===== config.mk =====
export PLATFORM = sky130hd
export DESIGN_NAME = sdatop
export DESIGN_NICKNAME = d
export VERILOG_FILES = /design/src/rtl/sdatop_pkg.sv /design/src/rtl/sdatop_line_sync.sv /design/src/rtl/sdatop.sv
export SDC_FILE = /design/constraint.sdc
export NUM_CORES = 1
export LEC_CHECK = 0
export BUFFER_PORTS_ARGS = -buffer_cell sky130_fd_sc_hd__buf_2
export CAP_MARGIN = 30
export CORE_MARGIN = 3
export CORE_UTILIZATION = 55
export DETAILED_ROUTE_END_ITERATION = 8
export PLACE_DENSITY_LB_ADDON = 0.1
export RECOVER_POWER = 25
export SYNTH_ARGS = -nofsm -noshare
export SYNTH_HDL_FRONTEND = slang
export SYNTH_SLANG_ARGS = --single-unit

===== constraint.sdc =====
create_clock -name sclk -period 2 [get_ports sclk]
set_clock_uncertainty 0.15 [all_clocks]
set_input_delay 0.1 -clock sclk [delete_from_list [all_inputs] [get_ports sclk]]
set_output_delay 0.1 -clock sclk [all_outputs]
set_load 0.02 [all_outputs]

===== src/rtl/sdatop_pkg.sv =====
// Shared definitions for the two-wire serial receiver.
// Holds the FSM encoding, default word width and line-event rules.
package sdatop_pkg;

    localparam int WIDTH_DEF = 4;

    typedef enum logic [2:0] {
        ST_IDLE = 3'b001,
        ST_DATA = 3'b010,
        ST_WAIT = 3'b100
    } state_t;

    // START: sda falls while scl high
    function automatic logic ev_start(
        input logic scl_s,
        input logic sda_s,
        input logic sda_edge
    );
        return scl_s & sda_edge & ~sda_s;
    endfunction

    // STOP: sda rises while scl high
    function automatic logic ev_stop(
        input logic scl_s,
        input logic sda_s,
        input logic sda_edge
    );
        return scl_s & sda_edge & sda_s;
    endfunction

    // SAMPLE: scl rises
    function automatic logic ev_sample(
        input logic scl_s,
        input logic scl_edge
    );
        return scl_s & scl_edge;
    endfunction

endpackage


===== src/rtl/sdatop_line_sync.sv =====
// Two-flop synchronizer plus history flop for one line.
// Ports: clk_i, rst_ni, line_i -> sync_o (synchronized), edge_o (changed).
module line_sync (
    input  logic clk_i,
    input  logic rst_ni,
    input  logic line_i,
    output logic sync_o,
    output logic edge_o
);

    logic s1_q;
    logic s2_q;
    logic h_q;

    // Idle line level is high, so all flops reset to 1.
    always_ff @(posedge clk_i or negedge rst_ni) begin
        if (!rst_ni) begin
            s1_q <= 1'b1;
            s2_q <= 1'b1;
            h_q  <= 1'b1;
        end else begin
            s1_q <= line_i;
            s2_q <= s1_q;
            h_q  <= s2_q;
        end
    end

    assign sync_o = s2_q;
    assign edge_o = s2_q ^ h_q;

endmodule


===== src/rtl/sdatop.sv =====
// Two-wire serial receiver: frames WIDTH bits MSB-first between
// START/STOP and offers each word on a valid/ready port.
// Ports: sclk, rst (async, active-low), scl, sda, data, out_valid,
//        out_ready, frame_err (pulse), overrun (pulse).
module sdatop
    import sdatop_pkg::*;
#(
    parameter int WIDTH = WIDTH_DEF
) (
    input  logic             sclk,
    input  logic             rst,
    input  logic             scl,
    input  logic             sda,
    output logic [WIDTH-1:0] data,
    output logic             out_valid,
    input  logic             out_ready,
    output logic             frame_err,
    output logic             overrun
);

    localparam int CW = $clog2(WIDTH + 1);

    logic scl_s, scl_e, sda_s, sda_e;

    line_sync u_scl (
        .clk_i (sclk),
        .rst_ni(rst),
        .line_i(scl),
        .sync_o(scl_s),
        .edge_o(scl_e)
    );

    line_sync u_sda (
        .clk_i (sclk),
        .rst_ni(rst),
        .line_i(sda),
        .sync_o(sda_s),
        .edge_o(sda_e)
    );

    logic             start_q, stop_q, sample_q, bit_q;
    state_t           state_q, state_d;
    logic [CW-1:0]    cnt_q, cnt_d;
    logic [WIDTH-1:0] sr_q, sr_d;
    logic [WIDTH-1:0] data_q, data_d;
    logic             valid_q, valid_d;
    logic             ferr_q, ferr_d;
    logic             ovr_q, ovr_d;
    logic             done;
    logic             load;

    always_comb begin
        state_d = state_q;
        cnt_d   = cnt_q;
        sr_d    = sr_q;
        ferr_d  = 1'b0;
        done    = 1'b0;
        unique case (state_q)
            ST_IDLE: begin
                if (start_q) begin
                    state_d = ST_DATA;
                    cnt_d   = '0;
                    sr_d    = '0;
                end
            end
            ST_DATA: begin
                if (stop_q) begin
                    ferr_d  = 1'b1;
                    state_d = ST_IDLE;
                end else if (start_q) begin
                    ferr_d = 1'b1;
                    cnt_d  = '0;
                    sr_d   = '0;
                end else if (sample_q) begin
                    sr_d  = WIDTH'({sr_q, bit_q});
                    cnt_d = cnt_q + CW'(1);
                    if (cnt_d == CW'(WIDTH)) begin
                        state_d = ST_WAIT;
                    end
                end
            end
            ST_WAIT: begin
                // Extra scl rises (trailing bit) are ignored here.
                if (stop_q) begin
                    done    = 1'b1;
                    state_d = ST_IDLE;
                end else if (start_q) begin
                    ferr_d  = 1'b1;
                    state_d = ST_DATA;
                    cnt_d   = '0;
                    sr_d    = '0;
                end
            end
            default: state_d = ST_IDLE;
        endcase
    end

    // A handshake in the completion cycle frees the slot for the new word.
    always_comb begin
        load    = done & (~valid_q | out_ready);
        ovr_d   = done & valid_q & ~out_ready;
        valid_d = valid_q;
        data_d  = data_q;
        if (load) begin
            valid_d = 1'b1;
            data_d  = sr_q;
        end else if (valid_q && out_ready) begin
            valid_d = 1'b0;
        end
    end

    always_ff @(posedge sclk or negedge rst) begin
        if (!rst) begin
            start_q  <= 1'b0;
            stop_q   <= 1'b0;
            sample_q <= 1'b0;
            bit_q    <= 1'b1;
            state_q  <= ST_IDLE;
            cnt_q    <= '0;
            sr_q     <= '0;
            data_q   <= '0;
            valid_q  <= 1'b0;
            ferr_q   <= 1'b0;
            ovr_q    <= 1'b0;
        end else begin
            start_q  <= ev_start(scl_s, sda_s, sda_e);
            stop_q   <= ev_stop(scl_s, sda_s, sda_e);
            sample_q <= ev_sample(scl_s, scl_e);
            bit_q    <= sda_s;
            state_q  <= state_d;
            cnt_q    <= cnt_d;
            sr_q     <= sr_d;
            data_q   <= data_d;
            valid_q  <= valid_d;
            ferr_q   <= ferr_d;
            ovr_q    <= ovr_d;
        end
    end

    assign data      = data_q;
    assign out_valid = valid_q;
    assign frame_err = ferr_q;
    assign overrun   = ovr_q;

endmodule

==> flow_metrics.tcl, run 1 <==
set metrics [dict create \
    clk_latency_ps 310 \
    fin_crit_ps 1658 \
    synthMuxAreaShare 0.09392 \
    timing.rr.start "state_q[2]" \
    numCtsBuffers 3 \
    hpwl_um 1311 \
    cts_buffer_depth 2 \
    synth_top_family_by_area "simple AND/OR/NAND/NOR gates" \
    first_iter_violations 3 \
    area_growth_pct 14.92 \
    cts-root-buf "clkbuf_4" \
    cp-start-kind "flop" \
    ir_drop_v 0.0006127 \
    seqCellArea_um2 659.4 \
    cts_setup_buffers 0 \
    yosys_warnings 0 \
    min_path_type "reg2reg" \
    antenna_found_initial 0 \
    status "finished clean" \
    fmax_mhz 603.1 \
    critPathMaxStageDelay_ps 530 \
    ant_nets 0 \
    nets 111 \
    multi_input_area_um2 456.7 \
    synth_nets 93 \
    setup_tns_ps 0 \
    p_switching_uw 183.2 \
    p_comb_frac 0.042 \
    vias_per_cell 5.273 \
    pwr-share-seq 0.589 \
    core_mm2 0.001839 \
    synth_cells 86 \
    final_util 0.7075 \
    synth_ff_type "dfrtp_1" \
    die_w_um 51.38 \
    worst_pin_slew_ps 1338 \
    overflow 0 \
    n_fill_cell 142 \
    crit_chain "xor2_2, a32oi_4, mux2i_1" \
    fin_crit_sh 0.8290 \
    die_y_um 51.38 \
    htree_levels 1 \
    drc_errors 0 \
    worstSetupEndpointType "flop" \
    finalSetupViolCount 0 \
    r2r-end "sr_q[1]" \
    ff2ff_setup_slack_ps 340 \
    drive_above_1_share 0.2913 \
    synth-simple-area-share 0.1890 \
    crit_fanout 8 \
    min_to "u_scl.sync_o" \
    die_area_mm2 0.002639 \
    grt_max_degree 27 \
    slew_violations 0 \
    cts_sinks 26 \
    pwr-share-clk 0.370 \
    n_antenna_cell 0 \
    worstSetupPathType "reg2reg" \
    dr_total_vias 675 \
    synth_xor_area_frac 0.02210 \
    grt_pass1_wl_um 3312 \
    synth_adder_area_share 0.02210 \
    synth.distinct_cells 30 \
    synth-seq-cells 26 \
    place_congestion 0.7641 \
    first_pass_iters 4 \
    synth_top_area_share 0.4199 \
    cap_violations 0 \
    wirelength_um 1839 \
    whs_path_depth 0 \
    clk_pin_slew_ps 140 \
    yosys-top-cells-count "19 x dfrtp_1, 13 x nand2_1, 7 x dfstp_2" \
    io_buffers 11 \
    synth_compound_area_frac 0.07624 \
    tritoncts "done" \
    netlist_area_mm2 0.001132 \
    slowest_stage "dfrtp_1" \
    async_reset_ff_frac 1.000 \
    yosysMostFrequentCell "dfrtp_1" \
    ys_seq_area_frac 0.5823 \
    wl_per_cell_um 14.37 \
    ys_top_cells_by_area "dfrtp_1 42%, dfstp_2 16%, mux2_2 5.0%" \
    leakagePower_uw 0.0006543 \
    p_per_area_mw_per_mm2 726.8 \
    hold_violations 0 \
    reg2regPathDepth 3 \
    synth_edf_count 0 \
    arrival_ps 1740 \
    fp-row-count 15 \
    start_util 0.6156 \
    hold_start "u_scl.s1_q" \
    timing.slew.headroom 0.1078 \
    grt_usage 0.1697 \
    grt_pass1_vias 748 \
    io_pins 12 \
    intPower_uw 762.5 \
    syn_avg_cell_area_um2 13.17 \
    p_sw_frac 0.1937 \
    worstPathRequired_ps 2090 \
    yosys.area.top_type "dfrtp_1" \
    rsz0062_at_grt "no" \
]
==> how the worst max path moves through the flow <==
| stage | start | to | slack (ps) | cells past startpoint |
|---|---|---|---|---|
| 3_5_place_dp | state_q[2] | sr_q[1] | 380 | 3 |
| 6_report | state_q[2] | sr_q[1] | 340 | 3 |
| 2_1_floorplan | state_q[0] | data[0] | 490 | 3 |
| 5_1_grt | rst | data[3] | 210 | 2 |
| 4_1_cts | state_q[2] | sr_q[1] | 360 | 3 |
| 3_3_place_gp | state_q[0] | data[2] | 390 | 3 |
==> worst max-delay path, delay by kind of cell, from the launching register on <==
family                    cells  cell delay [ps]
AOI/OAI and AO/OA             1              420
muxes                         1              260
DFF                           1              530
xor gates and xnor gates      1              220
==> metal layers <==
metal / share of wire / up-vias / GRT usage
met3: 0.027 / 2 / 0.03499
li1: - / 332 / -
met1: 0.47 / 330 / 0.2166
met4: 0.014 / 0 / 0.07424
met2: 0.49 / 11 / 0.2775
met5: 0 / - / 0
==> cell usage in the layout (no fill, tap or decap) <==
cell type      Yosys  final
dfrtp_1           19     19
nand2_1           13     13
buf_2              1     10
nor2b_1            5      5
mux2_2             5      5
mux2i_1            5      5
dfstp_2            7      5
nor2_1             4      4
dlygate4sd3_1      0      4
clkbuf_4           0      3
inv_1              2      2
nor3_1             2      2
nand4bb_1          2      2
a31o_1             2      2
ha_1               2      2
dfstp_1            0      2
xor2_2             1      1
o21ai_0            1      1
nand2b_1           1      1
nor2_2             1      1
nor4b_4            1      1
xor2_1             1      1
nand3_1            1      1
a32o_1             1      1
nor4b_2            1      1
a32oi_4            1      1
and3b_1            1      1
a21boi_0           1      1
nand2b_4           1      1
nor3b_1            1      1
a41oi_1            1      1
o211a_1            1      1
bufinv_16          0      1
clkbuf_1           1      1
==> sequential cells by signal, summed over array words and instances, names as in the netlist, 3 cells and up <==
| signal | flops |
|---|---|
| data | 4 |
| cnt_q | 3 |
| sr_q | 4 |
| state_q | 3 |
==> stage by stage <==
step | area [um^2] | std cells | setup slack, ps | power [uW] | hold slack (ps)
after floorplan | 1132 | 86 | 485.4 | 581.7 | -345.6
after global placement | 1210 | 120 | 393.2 | 599.9 | -34.47
after detailed placement | 1210 | 120 | 379.4 | 601.8 | -25.70
after CTS | 1303 | 128 | 362.6 | 955.8 | 150.8
after global routing | 1301 | 128 | 210.5 | 981.9 | 231.3
final | 1301 | 128 | 342.0 | 945.8 | 223.3
==> power by group through the flow <==
stage	Sequential (uW)	Clock, uW	Combinational (uW)
after floorplan	564	0	18.0
after global placement	566	0	33.8
after detailed placement	567	0	34.7
after CTS	558	357	40.6
after global routing	559	378	44.7
final	557	350	39.4
==> layout make-up <==
class,count,share of cell area
clock buffer,3,0.01731
clock inverter,1,0.02308
inverter,2,0.005769
multi-input combinational,56,0.3510
sequential,26,0.5067
tap,25,0.02404
timing repair buffer,15,0.07212
==> kinds of logic (layout without fill, tap and decap cells) <==
| kind of cell | Yosys count | count (layout) |
|---|---|---|
| xor+xnor | 2 | 2 |
| buf+inv | 4 | 21 |
| simple gates | 34 | 34 |
| flops | 26 | 26 |
| mux | 10 | 10 |
| fa+ha+maj | 2 | 2 |
| compound gates | 8 | 8 |
==> repair_timing <==
item,in CTS,in global routing
hold buffers,4,0
resized for setup,0,0
hold endpoints to repair,30,0
Note: power is estimated with default switching activity, not from simulation.
==> inputs of run 2 (changes only) <==
- CORE_UTILIZATION: 55 -> 50
- clock period: 2 -> 1.35 ns (I/O delays scaled with it)
==> flow_metrics.tcl, run 2 (same netlist as run 1, synthesis figures left out) <==
set metrics [dict create \
    status "finished with violations" \
    violations "negative setup slack" \
    rsz0062_at_grt "yes" \
    min_path_type "in2async" \
    numCtsBuffers 3 \
    wirelength_um 2404 \
    worst_hold_slack_ps 118.9 \
    setup_slack_ps -202.8 \
    antenna_found_initial 0 \
    tritoncts "done" \
    arrival_ps 1650 \
    grt_pass1_vias 850 \
    htree_levels 1 \
    worstSetupEndpointType "flop" \
    worstSetupPathType "reg2reg" \
    cap_violations 0 \
    ant_nets 0 \
    nets 131 \
    clk_latency_ps 310 \
    fmax_mhz 644.0 \
    cp-start-kind "flop" \
    first_iter_violations 9 \
    clk_pin_slew_ps 140 \
    die_w_um 53.59 \
    layout_common_cells "18 x buf_4, 16 x dfrtp_1, 13 x nand2_1, 10 x buf_2, 7 x dfstp_2" \
    n_fill_cell 136 \
    timing.slew.headroom 0.5839 \
    fp-row-count 16 \
    worstPathRequired_ps 1450 \
    n_antenna_cell 0 \
    io_buffers 11 \
    place_congestion 0.7219 \
    die_area_mm2 0.002872 \
    hpwl_um 1562 \
    die_y_um 53.59 \
    grt_max_degree 27 \
    worst_pin_slew_ps 624.2 \
    layout_commonest_cell "buf_4" \
    io_pins 12 \
    grt_pass1_wl_um 3788 \
    drc_errors 0 \
    wl_per_cell_um 16.03 \
    core_mm2 0.002042 \
    crit_fanout 7 \
    cts_sinks 26 \
    first_pass_iters 4 \
    start_util 0.5545 \
    p_per_area_mw_per_mm2 919.8 \
    overflow 0 \
    ir_drop_v 0.0009066 \
    slowest_stage "dfrtp_2" \
    crit_chain "xor2_2, a32oi_4, buf_12, mux2i_1" \
    fin_crit_ps 1553 \
    grt_usage 0.1876 \
    drive_above_1_share 0.5447 \
    seqCellArea_um2 663.1 \
    cts-root-buf "clkbuf_4" \
    finalPower_uw 1460 \
    slew_violations 0 \
    multi_input_area_um2 569.3 \
    vias_per_cell 5.220 \
    fin_crit_sh 1.150 \
    leakagePower_uw 0.0007909 \
    critPathMaxStageDelay_ps 500 \
    cts_buffer_depth 2 \
    area_growth_pct 40.22 \
    hold_violations 0 \
    dr_total_vias 783 \
    finalSetupViolCount 13 \
]
## run 2: through the flow
stage / area [um^2] / TNS (ps) / util / instances / setup slack [ps]
after CTS: 1518 / -2080 / 0.7433 / 148 / -212.8
after global placement: 1353 / -2022 / 0.6624 / 137 / -184.0
after global routing: 1588 / -2986 / 0.7776 / 150 / -279.0
final: 1588 / -2185 / 0.7776 / 150 / -202.8
after floorplan: 1150 / -1451 / - / 86 / -162.6
after detailed placement: 1353 / -2432 / 0.6624 / 137 / -205.4
## run 2: report_power, final
part           switching [uW]  internal (uW)  leakage (uW)
combinational            49.9           55.4      0.000431
sequential               20.1            805      0.000332
clock                     230            300     0.0000279
## run 2: area by class of cell
cell class,count,area share
Inverter,2,0.004728
Timing Repair Buffer,35,0.1647
Clock inverter,1,0.01891
Clock buffer,3,0.01418
Multi-Input combinational cell,56,0.3586
Sequential cell,26,0.4177
Tap cell,27,0.02128
## run 2: layer usage
metal / track usage / wire length, um
met5: 0 / 0
met2: 0.3286 / 1297
met1: 0.2145 / 1036
met4: 0.09787 / 30
met3: 0.03878 / 40
## run 2: timing repair
item                                    in CTS  in global routing
endpoints found under the setup margin      15                 15
hold buffers                                 4                  0
resized for setup                           11                  9
pin swaps                                    4                  5
setup buffers                                4                  2
endpoints found under the hold margin       30                  0
## run 2: critical path, delay by kind of cell, from the launching register on
kind,cells,cell delay (ps)
compound gates,1,270
xor+xnor,1,210
buf+inv,1,160
flops,1,500
mux,1,190
## run 2: worst paths after layout
path | from | end | slack (ps) | cells past startpoint
worst max-delay path | state_q[2] | sr_q[2] | -200 | 4
worst min-delay path | rst | frame_err | 120 | 2
worst max register to register | state_q[2] | sr_q[2] | -200 | 4
worst min register to register | u_sda.s1_q | u_sda.sync_o | 220 | 0
max in group asynchronous | rst | start_q | 490 | 2
min in group sclk | u_sda.s1_q | u_sda.sync_o | 220 | 0
==> inputs of run 3 (changes only) <==
- clock period: 1.35 -> 1.4 ns (I/O delays scaled with it)
==> flow_metrics.tcl, run 3 (same netlist as run 1, synthesis figures left out) <==
set metrics [dict create \
    leakagePower_uw 0.0007844 \
    cp-start-kind "flop" \
    grt_pass1_wl_um 3732 \
    intPower_uw 986.9 \
    worstSetupPathType "reg2reg" \
    worstPathRequired_ps 1480 \
    worst_pin_slew_ps 657.2 \
    fmax_mhz 646.7 \
    drive_above_1_share 0.5280 \
    clk_latency_ps 320 \
    antenna_found_initial 0 \
    die_w_um 53.59 \
    arrival_ps 1620 \
    finalSetupViolCount 15 \
    grt_usage 0.1864 \
    core_mm2 0.002042 \
    io_pins 12 \
    p_per_area_mw_per_mm2 815.3 \
    r2r-end "cnt_q[0]" \
    cts_sinks 26 \
    first_iter_violations 7 \
    slew_violations 0 \
    start_util 0.5545 \
    crit_fanout 7 \
    nets 133 \
    reg2regPathDepth 5 \
    status "finished with violations" \
    place_congestion 0.7178 \
    tritoncts "done" \
    setup_slack_ps -146.2 \
    fin_crit_ps 1546 \
    htree_levels 1 \
    grt_pass1_vias 808 \
    pre_cts_slack_ps -157.7 \
    cap_violations 0 \
    fin_crit_sh 1.104 \
    layout_commonest_cell "buf_4" \
    die_y_um 53.59 \
    layout_common_cells "21 x buf_4, 16 x dfrtp_1, 13 x nand2_1, 10 x buf_2, 7 x dfstp_2" \
    fin_cells 152 \
    first_pass_iters 4 \
    worst_hold_slack_ps 134.1 \
    ant_nets 0 \
    area_growth_pct 37.90 \
    die_area_mm2 0.002872 \
    hpwl_um 1505 \
    p_sw_frac 0.2248 \
    timing.rr.start "stop_q" \
    path_delay_family "flip-flops" \
    ir_drop_v 0.0008508 \
    p_comb_frac 0.077 \
    cts-root-buf "clkbuf_4" \
    hold_violations 0 \
    dr_total_vias 785 \
    wl_per_cell_um 16.55 \
    drc_errors 0 \
    vias_per_cell 5.164 \
    p_switching_uw 286.2 \
    violations "negative setup slack" \
    wirelength_um 2516 \
    grt_max_degree 27 \
    rsz0062_at_grt "yes" \
    crit_buf_inv 2 \
    n_fill_cell 157 \
    fp-row-count 16 \
    slowest_stage "dfrtp_1" \
    critPathMaxStageDelay_ps 450 \
    ff2ff_setup_slack_ps -150 \
    pwr-share-seq 0.626 \
    timing.slew.headroom 0.5619 \
    cts_buffer_depth 2 \
    overflow 0 \
    n_antenna_cell 0 \
    pwr-share-clk 0.297 \
    io_buffers 11 \
    crit_chain "buf_4, nor2_4, a32oi_4, buf_12, a31o_1" \
    placed_cells 136 \
    worstSetupEndpointType "flop" \
    min_path_type "in2async" \
    clk_pin_slew_ps 130 \
    numCtsBuffers 3 \
]
## run 3: worst max-delay path by stage
stage / startpoint / to / slack [ps] / depth (start not counted)
global placement: stop_q / cnt_q[0] / -140 / 5
global route: state_q[0] / sr_q[2] / -200 / 5
detailed placement: state_q[2] / data[2] / -160 / 4
finish: stop_q / cnt_q[0] / -150 / 5
floorplan: state_q[0] / data[0] / -110 / 3
CTS: state_q[0] / data[3] / -140 / 3
## run 3: metrics by stage
stage	utilization	setup TNS [ps]	instance area, um^2	total power [uW]
finish	0.7647	-1506	1562	1273
global placement	0.6587	-1399	1345	871.5
detailed placement	0.6587	-1793	1345	875.4
floorplan	-	-851.5	1150	830.9
CTS	0.7353	-1364	1501	1269
global route	0.7647	-2299	1562	1317
## run 3: cell type report
| class | count | area (um^2) | area share |
|---|---|---|---|
| Timing Repair Buffer | 37 | 272.8 | 0.1747 |
| Clock buffer | 4 | 36.28 | 0.02324 |
| Tap cell | 27 | 33.78 | 0.02163 |
| Multi-Input combinational cell | 56 | 548.0 | 0.3510 |
| Sequential cell | 26 | 663.1 | 0.4247 |
| Inverter | 2 | 7.507 | 0.004808 |
## run 3: per-layer routing
metal,vias to the layer above,wire [um],track usage
li1,371,-,-
met1,397,1123,0.2486
met2,11,1262,0.3000
met3,6,46,0.03324
met4,0,83,0.07660
met5,-,0,0
## run 3: worst register-to-register path: stages, from the launching register on
cell and delay (ps):
dfrtp_1 450, buf_4 180, nor2_4 150, a32oi_4 140, buf_12 170, a31o_1 210
## run 3: what timing repair did
action | CTS | global route
resized for setup | 9 | 4
hold buffers | 4 | 0
setup endpoints to repair | 13 | 13
buffers inserted | 5 | 3
hold endpoints to repair | 30 | 0
pin swaps | 4 | 3
cloned | 0 | 0
## run 3: power groups by stage
| stage | clock network (uW) | registers [uW] | logic [uW] |
|---|---|---|---|
| global route | 410 | 800 | 107 |
| CTS | 386 | 796 | 87.7 |
| floorplan | 0 | 805 | 25.7 |
| finish | 378 | 797 | 98.7 |
| detailed placement | 0 | 808 | 67.0 |
| global placement | 0 | 806 | 65.1 |
